`config.mk`:
```
export PLATFORM = sky130hd
export DESIGN_NAME = dlx_hazard_unit
export DESIGN_NICKNAME = d
export VERILOG_FILES = /design/src/rtl/dlx_pipe_pkg.sv /design/src/rtl/dlx_src_match.sv /design/src/rtl/dlx_hazard_unit.sv
export SDC_FILE = /design/constraint.sdc
export NUM_CORES = 1
export LEC_CHECK = 0
export CAP_MARGIN = 10
export CORE_ASPECT_RATIO = 0.6
export CORE_MARGIN = 2
export CORE_UTILIZATION = 43
export DETAILED_ROUTE_END_ITERATION = 10
export MAX_ROUTING_LAYER = met4
export PLACE_DENSITY = 0.77
export SLEW_MARGIN = 20
export SYNTH_ARGS = -nofsm -noshare
export SYNTH_HDL_FRONTEND = slang
export SYNTH_SLANG_ARGS = --single-unit
```
`constraint.sdc`:
```
create_clock -name clk -period 2.4 [get_ports clk]
set_clock_uncertainty 0.15 [all_clocks]
set_input_delay 0.48 -clock clk [delete_from_list [all_inputs] [get_ports clk]]
set_output_delay 0.48 -clock clk [all_outputs]
set_load 0.02 [all_outputs]
```
`src/rtl/dlx_pipe_pkg.sv`:
```
// Shared stage indices, forward-select encodings and the shadow-entry type
// used by the DLX hazard logic.
package dlx_pipe_pkg;

   localparam int STG_EX  = 1;
   localparam int STG_MEM = 2;
   localparam int STG_WB  = 3;

   // Widest register specifier a shadow entry can hold; narrower specifiers are zero-extended.
   localparam int RD_MAX_W = 8;

   typedef enum logic [1:0] {
      FWD_RF  = 2'd0,
      FWD_MEM = 2'd1,
      FWD_WB  = 2'd2,
      FWD_RSV = 2'd3
   } fwd_sel_e;

   typedef struct packed {
      logic                valid;
      logic [RD_MAX_W-1:0] rd;
      logic                regwr;
      logic                is_load;
   } shadow_t;

   function automatic logic produces(input shadow_t e, input logic [RD_MAX_W-1:0] r);
      return e.valid & e.regwr & (e.rd == r) & (r != '0);
   endfunction

endpackage

```
`src/rtl/dlx_src_match.sv`:
```
// Matches one ID source specifier against the EX/MEM/WB shadow and reports
// a load-use hit plus the EX forward select; the youngest producer wins.
module dlx_src_match
   import dlx_pipe_pkg::*;
#(
   parameter int REG_BITS     = 5,
   parameter int LOAD_LATENCY = 1
)(
   input  logic [REG_BITS-1:0] i_src,
   input  logic                i_used,
   input  shadow_t             i_ex,
   input  shadow_t             i_mem,
   input  shadow_t             i_wb,
   output logic                o_load_hit,
   output fwd_sel_e            o_fwd_sel
);

   // A load at stage index <= LOAD_LATENCY has no forwardable data yet.
   localparam logic LD_BLOCK_EX  = (STG_EX  <= LOAD_LATENCY);
   localparam logic LD_BLOCK_MEM = (STG_MEM <= LOAD_LATENCY);
   localparam logic LD_BLOCK_WB  = (STG_WB  <= LOAD_LATENCY);

   logic [RD_MAX_W-1:0] w_src;

   assign w_src = RD_MAX_W'(i_src);

   always_comb begin
      o_load_hit = 1'b0;
      o_fwd_sel  = FWD_RF;
      if (i_used) begin
         if (produces(i_ex, w_src)) begin
            o_load_hit = i_ex.is_load & LD_BLOCK_EX;
            o_fwd_sel  = FWD_MEM;
         end else if (produces(i_mem, w_src)) begin
            o_load_hit = i_mem.is_load & LD_BLOCK_MEM;
            o_fwd_sel  = FWD_WB;
         end else if (produces(i_wb, w_src)) begin
            // Regfile writes in the first half-cycle, so a WB producer reads from the regfile.
            o_load_hit = i_wb.is_load & LD_BLOCK_WB;
            o_fwd_sel  = FWD_RF;
         end
      end
   end

endmodule

```
`src/rtl/dlx_hazard_unit.sv`:
```
// DLX hazard unit: tracks in-flight destinations in an EX/MEM/WB shadow and
// drives load-use stall, EX forwarding selects and the post-branch kill window.
module dlx_hazard_unit
   import dlx_pipe_pkg::*;
#(
   parameter int NUM_SRC      = 2,
   parameter int REG_BITS     = 5,
   parameter int LOAD_LATENCY = 1,
   parameter int KILL_SLOTS   = 1
)(
   input  logic                         clk,
   input  logic                         reset,
   input  logic                         id_valid,
   input  logic [NUM_SRC*REG_BITS-1:0]  id_src,
   input  logic [NUM_SRC-1:0]           id_src_used,
   input  logic [REG_BITS-1:0]          id_rd,
   input  logic                         id_regwr,
   input  logic                         id_is_load,
   input  logic                         id_branch_taken,
   output logic                         stall,
   output logic                         kill,
   output logic [NUM_SRC*2-1:0]         ex_fwd_sel
);

   shadow_t                r_ex;
   shadow_t                r_mem;
   shadow_t                r_wb;
   logic [1:0]             r_kill_cnt;
   logic [NUM_SRC*2-1:0]   r_fwd_sel;

   shadow_t                w_id_entry;
   logic [NUM_SRC-1:0]     w_hit;
   logic [NUM_SRC*2-1:0]   w_sel;
   logic                   w_kill;
   logic                   w_stall;
   logic                   w_issue;
   logic                   w_branch;

   for (genvar g = 0; g < NUM_SRC; g++) begin : g_src
      fwd_sel_e w_port_sel;

      dlx_src_match #(
         .REG_BITS     (REG_BITS),
         .LOAD_LATENCY (LOAD_LATENCY)
      ) u_match (
         .i_src      (id_src[g*REG_BITS +: REG_BITS]),
         .i_used     (id_src_used[g]),
         .i_ex       (r_ex),
         .i_mem      (r_mem),
         .i_wb       (r_wb),
         .o_load_hit (w_hit[g]),
         .o_fwd_sel  (w_port_sel)
      );

      assign w_sel[g*2 +: 2] = w_port_sel;
   end

   // Kill outranks stall: a squashed instruction cannot stall or open a new window.
   assign w_kill   = (r_kill_cnt != 2'd0);
   assign w_stall  = id_valid & ~w_kill & (|w_hit);
   assign w_issue  = id_valid & ~w_stall & ~w_kill;
   assign w_branch = id_valid & id_branch_taken & ~w_stall & ~w_kill;

   always_comb begin
      w_id_entry         = '0;
      w_id_entry.valid   = w_issue;
      w_id_entry.rd      = RD_MAX_W'(id_rd);
      w_id_entry.regwr   = id_regwr;
      w_id_entry.is_load = id_is_load;
   end

   // Only valid bits and control state are cleared; shadow payload is don't-care while invalid.
   always_ff @(posedge clk) begin
      if (reset) begin
         r_ex.valid  <= 1'b0;
         r_mem.valid <= 1'b0;
         r_wb.valid  <= 1'b0;
         r_kill_cnt  <= 2'd0;
         r_fwd_sel   <= '0;
      end else begin
         r_ex      <= w_id_entry;
         r_mem     <= r_ex;
         r_wb      <= r_mem;
         r_fwd_sel <= w_issue ? w_sel : '0;
         if (w_branch) begin
            r_kill_cnt <= 2'(KILL_SLOTS);
         end else if (w_kill) begin
            r_kill_cnt <= r_kill_cnt - 2'd1;
         end
      end
   end

   assign stall      = w_stall;
   assign kill       = w_kill;
   assign ex_fwd_sel = r_fwd_sel;

endmodule

```
==> results.py <==
metrics = {
    "status": {
        "outcome": "finished with violations",
        "failed_checks": "setup timing",
    },
    "clock_network": {
        "clock-root-buffer": "sky130_fd_sc_hd__clkbuf_8",
        "clk_pin_slew_ns": 0.08,
        "clock_tree.buffer_depth": 2,
        "worst_skew_pair.late_latency_ns": 0.27,
        "h-tree-depth": 1,
        "tritoncts_clock_tree": "done",
        "cts_num_sinks": 21,
        "cts_hold_buf": 0,
        "cts_inserted_buffers": 3,
    },
    "worst_setup_path": {
        "critPathKind": "input port to output pin",
        "worstPathCellList": "dlygate4sd2_1 -> buf_4 -> or4_1 -> o21ai_2 -> or4_4 -> o31a_4 -> nor2_4 -> buf_6",
        "critPathMaxFanout": 2,
        "end_kind": "output pin",
        "cp.arrival_ns": 2.02,
        "timing.critical_path.required_ns": 1.77,
        "critPathLaunchType": "input port",
        "slowest_delay_ns": 0.49,
        "crit_path_top_delay_cell": "sky130_fd_sc_hd__or4_1",
    },
    "placed_design": {
        "io_buffer_count": 28,
        "place_area_sq_mm": 0.001430,
        "final_weighted_congestion_of_routability_driven_global_placement": 0.8331,
        "dp_worst_setup_slack_ns": -0.9137,
    },
    "timing": {
        "hold-worst-slack_ns": 0.3660,
        "final_setup_slack_of_the_worst_path_ns": -0.2526,
        "finalMaxSlewViolations": 0,
        "fin_tns_setup_ns": -0.2526,
        "max-slew-margin-rel_pct": 82.28,
        "min_period_ns": 2.653,
        "worst-slew-pin-transition_ns": 0.2634,
        "report.final.setup_viol": 1,
        "min_period_over_period_pct": 110.5,
        "maximum_achievable_frequency_ghz": 0.3770,
        "rsz0062_at_grt": "true",
        "timing.final.hold_violations": 0,
    },
    "global_routing": {
        "first_global_vias": 854,
        "globalRoute.totalOverflow": 0,
        "grt_antenna_before_repair": 0,
        "grt_pass1_wl_um": 4071,
        "grt_max_degree": 14,
        "global_route.usage.total_pct": 22.45,
    },
    "power": {
        "total_power_uw": 993.4,
        "cellLeakagePower_uw": 0.0006531,
        "p_per_area_mw_per_mm2": 623.7,
        "power.ir.vdd_worst_v": 0.0004910,
    },
    "synth": {
        "synth_enable_flop_cells": 13,
        "postSynth.topFlopCell": "sky130_fd_sc_hd__edfxtp_1",
        "synth_top_cell_area_share_pct": 39.64,
        "synthCells": 82,
        "syn_area_sq_um": 984.7,
        "synthesis.nets": 106,
        "syn_avg_cell_area_sq_um": 12.01,
        "yosysTopAreaCell": "sky130_fd_sc_hd__edfxtp_1",
        "synth_cell_type_count": 26,
        "synth_warnings": 0,
        "synth-seq-cells": 21,
        "synth_sequential_area_ratio_pct": 55.91,
        "synth.area.top_cells": "sky130_fd_sc_hd__edfxtp_1 40%, sky130_fd_sc_hd__dfxtp_1 16%, sky130_fd_sc_hd__xnor2_1 8.9%, sky130_fd_sc_hd__xor2_1 8.9%, sky130_fd_sc_hd__nand4_1 2.5%",
        "ys_async_sr_fraction_pct": 0,
    },
    "final_layout": {
        "layout.nets": 162,
        "summed_area_of_non_filler_cells_in_the_final_layout_sq_mm": 0.001593,
        "antenna_cells_inserted": 0,
        "final_common_cell": "sky130_fd_sc_hd__buf_4",
        "layout_common_cells": "23 x sky130_fd_sc_hd__buf_4, 18 x sky130_fd_sc_hd__clkdlybuf4s50_1, 13 x sky130_fd_sc_hd__edfxtp_1",
        "fill_cells": 148,
        "area_growth_syn_to_layout_pct": 61.75,
        "post_route_cells_drive_above_1_share_pct": 29.93,
    },
    "die": {
        "core_region_area_sq_mm": 0.002163,
        "die_w_um": 65.78,
        "fp-row-count": 13,
        "starting_density_of_the_core_pct": 45.52,
        "ios": 29,
        "die_height_um": 41.07,
        "die_area_sq_mm": 0.002701,
    },
    "detailed_routing": {
        "postRouteWirelength_um": 2705,
        "dr.first_iter.drc_count": 89,
        "vias_per_cell": 5.228,
        "first_pass_iters": 4,
        "wl_per_cell_um": 16.20,
        "vias": 873,
        "drtAntennaViolNets": 0,
        "drc": 0,
    },
    "hold_path": {
        "hold_class": "flip-flop to flip-flop",
    },
    "job": {
        "drv.max_cap_violation_count": 0,
    },
}
area by class of cell:
class	count	area (sq um)	area share [%]
flip-flops and latches	21	550.5	34.56
clock inverters	1	7.507	0.4713
well taps	30	37.54	2.357
clock buffers	3	41.29	2.592
repair buffers	51	447.9	28.12
inverters	6	22.52	1.414
multi-input cells	55	485.5	30.48
critical path, delay by kind of cell:
kind / cells / cell delay, ns
compound gates: 2 / 0.32
buf+inv: 3 / 0.54
simple gates: 3 / 0.69
stage by stage:
stage | std cells | util [%]
after CTS | 167 | 70.73
after floorplan | 82 | -
after global placement | 157 | 66.11
after global routing | 167 | 73.63
after detailed placement | 157 | 66.11
final | 167 | 73.63
cells in the mapped netlist, types with 2 or more instances:
cell / count
sky130_fd_sc_hd__xnor2_1: 10
sky130_fd_sc_hd__or4_1: 3
sky130_fd_sc_hd__a21oi_1: 2
sky130_fd_sc_hd__inv_1: 6
sky130_fd_sc_hd__nand4_1: 4
sky130_fd_sc_hd__nand2_1: 2
sky130_fd_sc_hd__o21ai_1: 2
sky130_fd_sc_hd__and3_1: 2
sky130_fd_sc_hd__nor4_1: 2
sky130_fd_sc_hd__edfxtp_1: 13
sky130_fd_sc_hd__nor3_1: 3
sky130_fd_sc_hd__dfxtp_1: 8
sky130_fd_sc_hd__nor2_1: 3
sky130_fd_sc_hd__xor2_1: 10
metal layers:
| layer | share of wire, % | GRT usage, % |
|---|---|---|
| met1 | 44 | 25.08 |
| met2 | 50 | 40.66 |
| met3 | 6.4 | 6.868 |
| met4 | 0.41 | 6.250 |
| met5 | 0 | - |
what timing repair did:
action | CTS | global route
cloned | 0 | 0
setup buffers | 6 | 2
pin swaps | 6 | 12
endpoints found under the setup margin | 1 | 4
resized for setup | 18 | 11
path summary, 6_finish.rpt:
check,from,to,slack (ns),cells after the start
max reg2reg,r_ex[4],ex_fwd_sel[2],0.10,10
min reg2reg,r_ex[1],r_mem[1],0.37,0
max,id_src[0],stall,-0.25,8
min,r_ex[1],r_mem[1],0.37,0
registers in the layout, summed over array words and instances (netlist names):
register,count
ex_fwd_sel,4
r_mem,7
r_kill_cnt,2
r_ex,8
report_power, final:
group | switching, uW | total [uW] | internal [uW]
Sequential | 27.6 | 452 | 425
Clock | 121 | 239 | 117
Combinational | 156 | 302 | 147
Total | 305 | 993 | 689
kinds of logic after synthesis:
group,after synthesis,synth area share (%)
fa+ha+maj,1,1.270
xor+xnor,20,17.79
flops,21,55.91
compound gates,8,6.098
buf+inv,6,2.287
simple gates,26,16.64
Note: power is estimated with default switching activity, not from simulation.
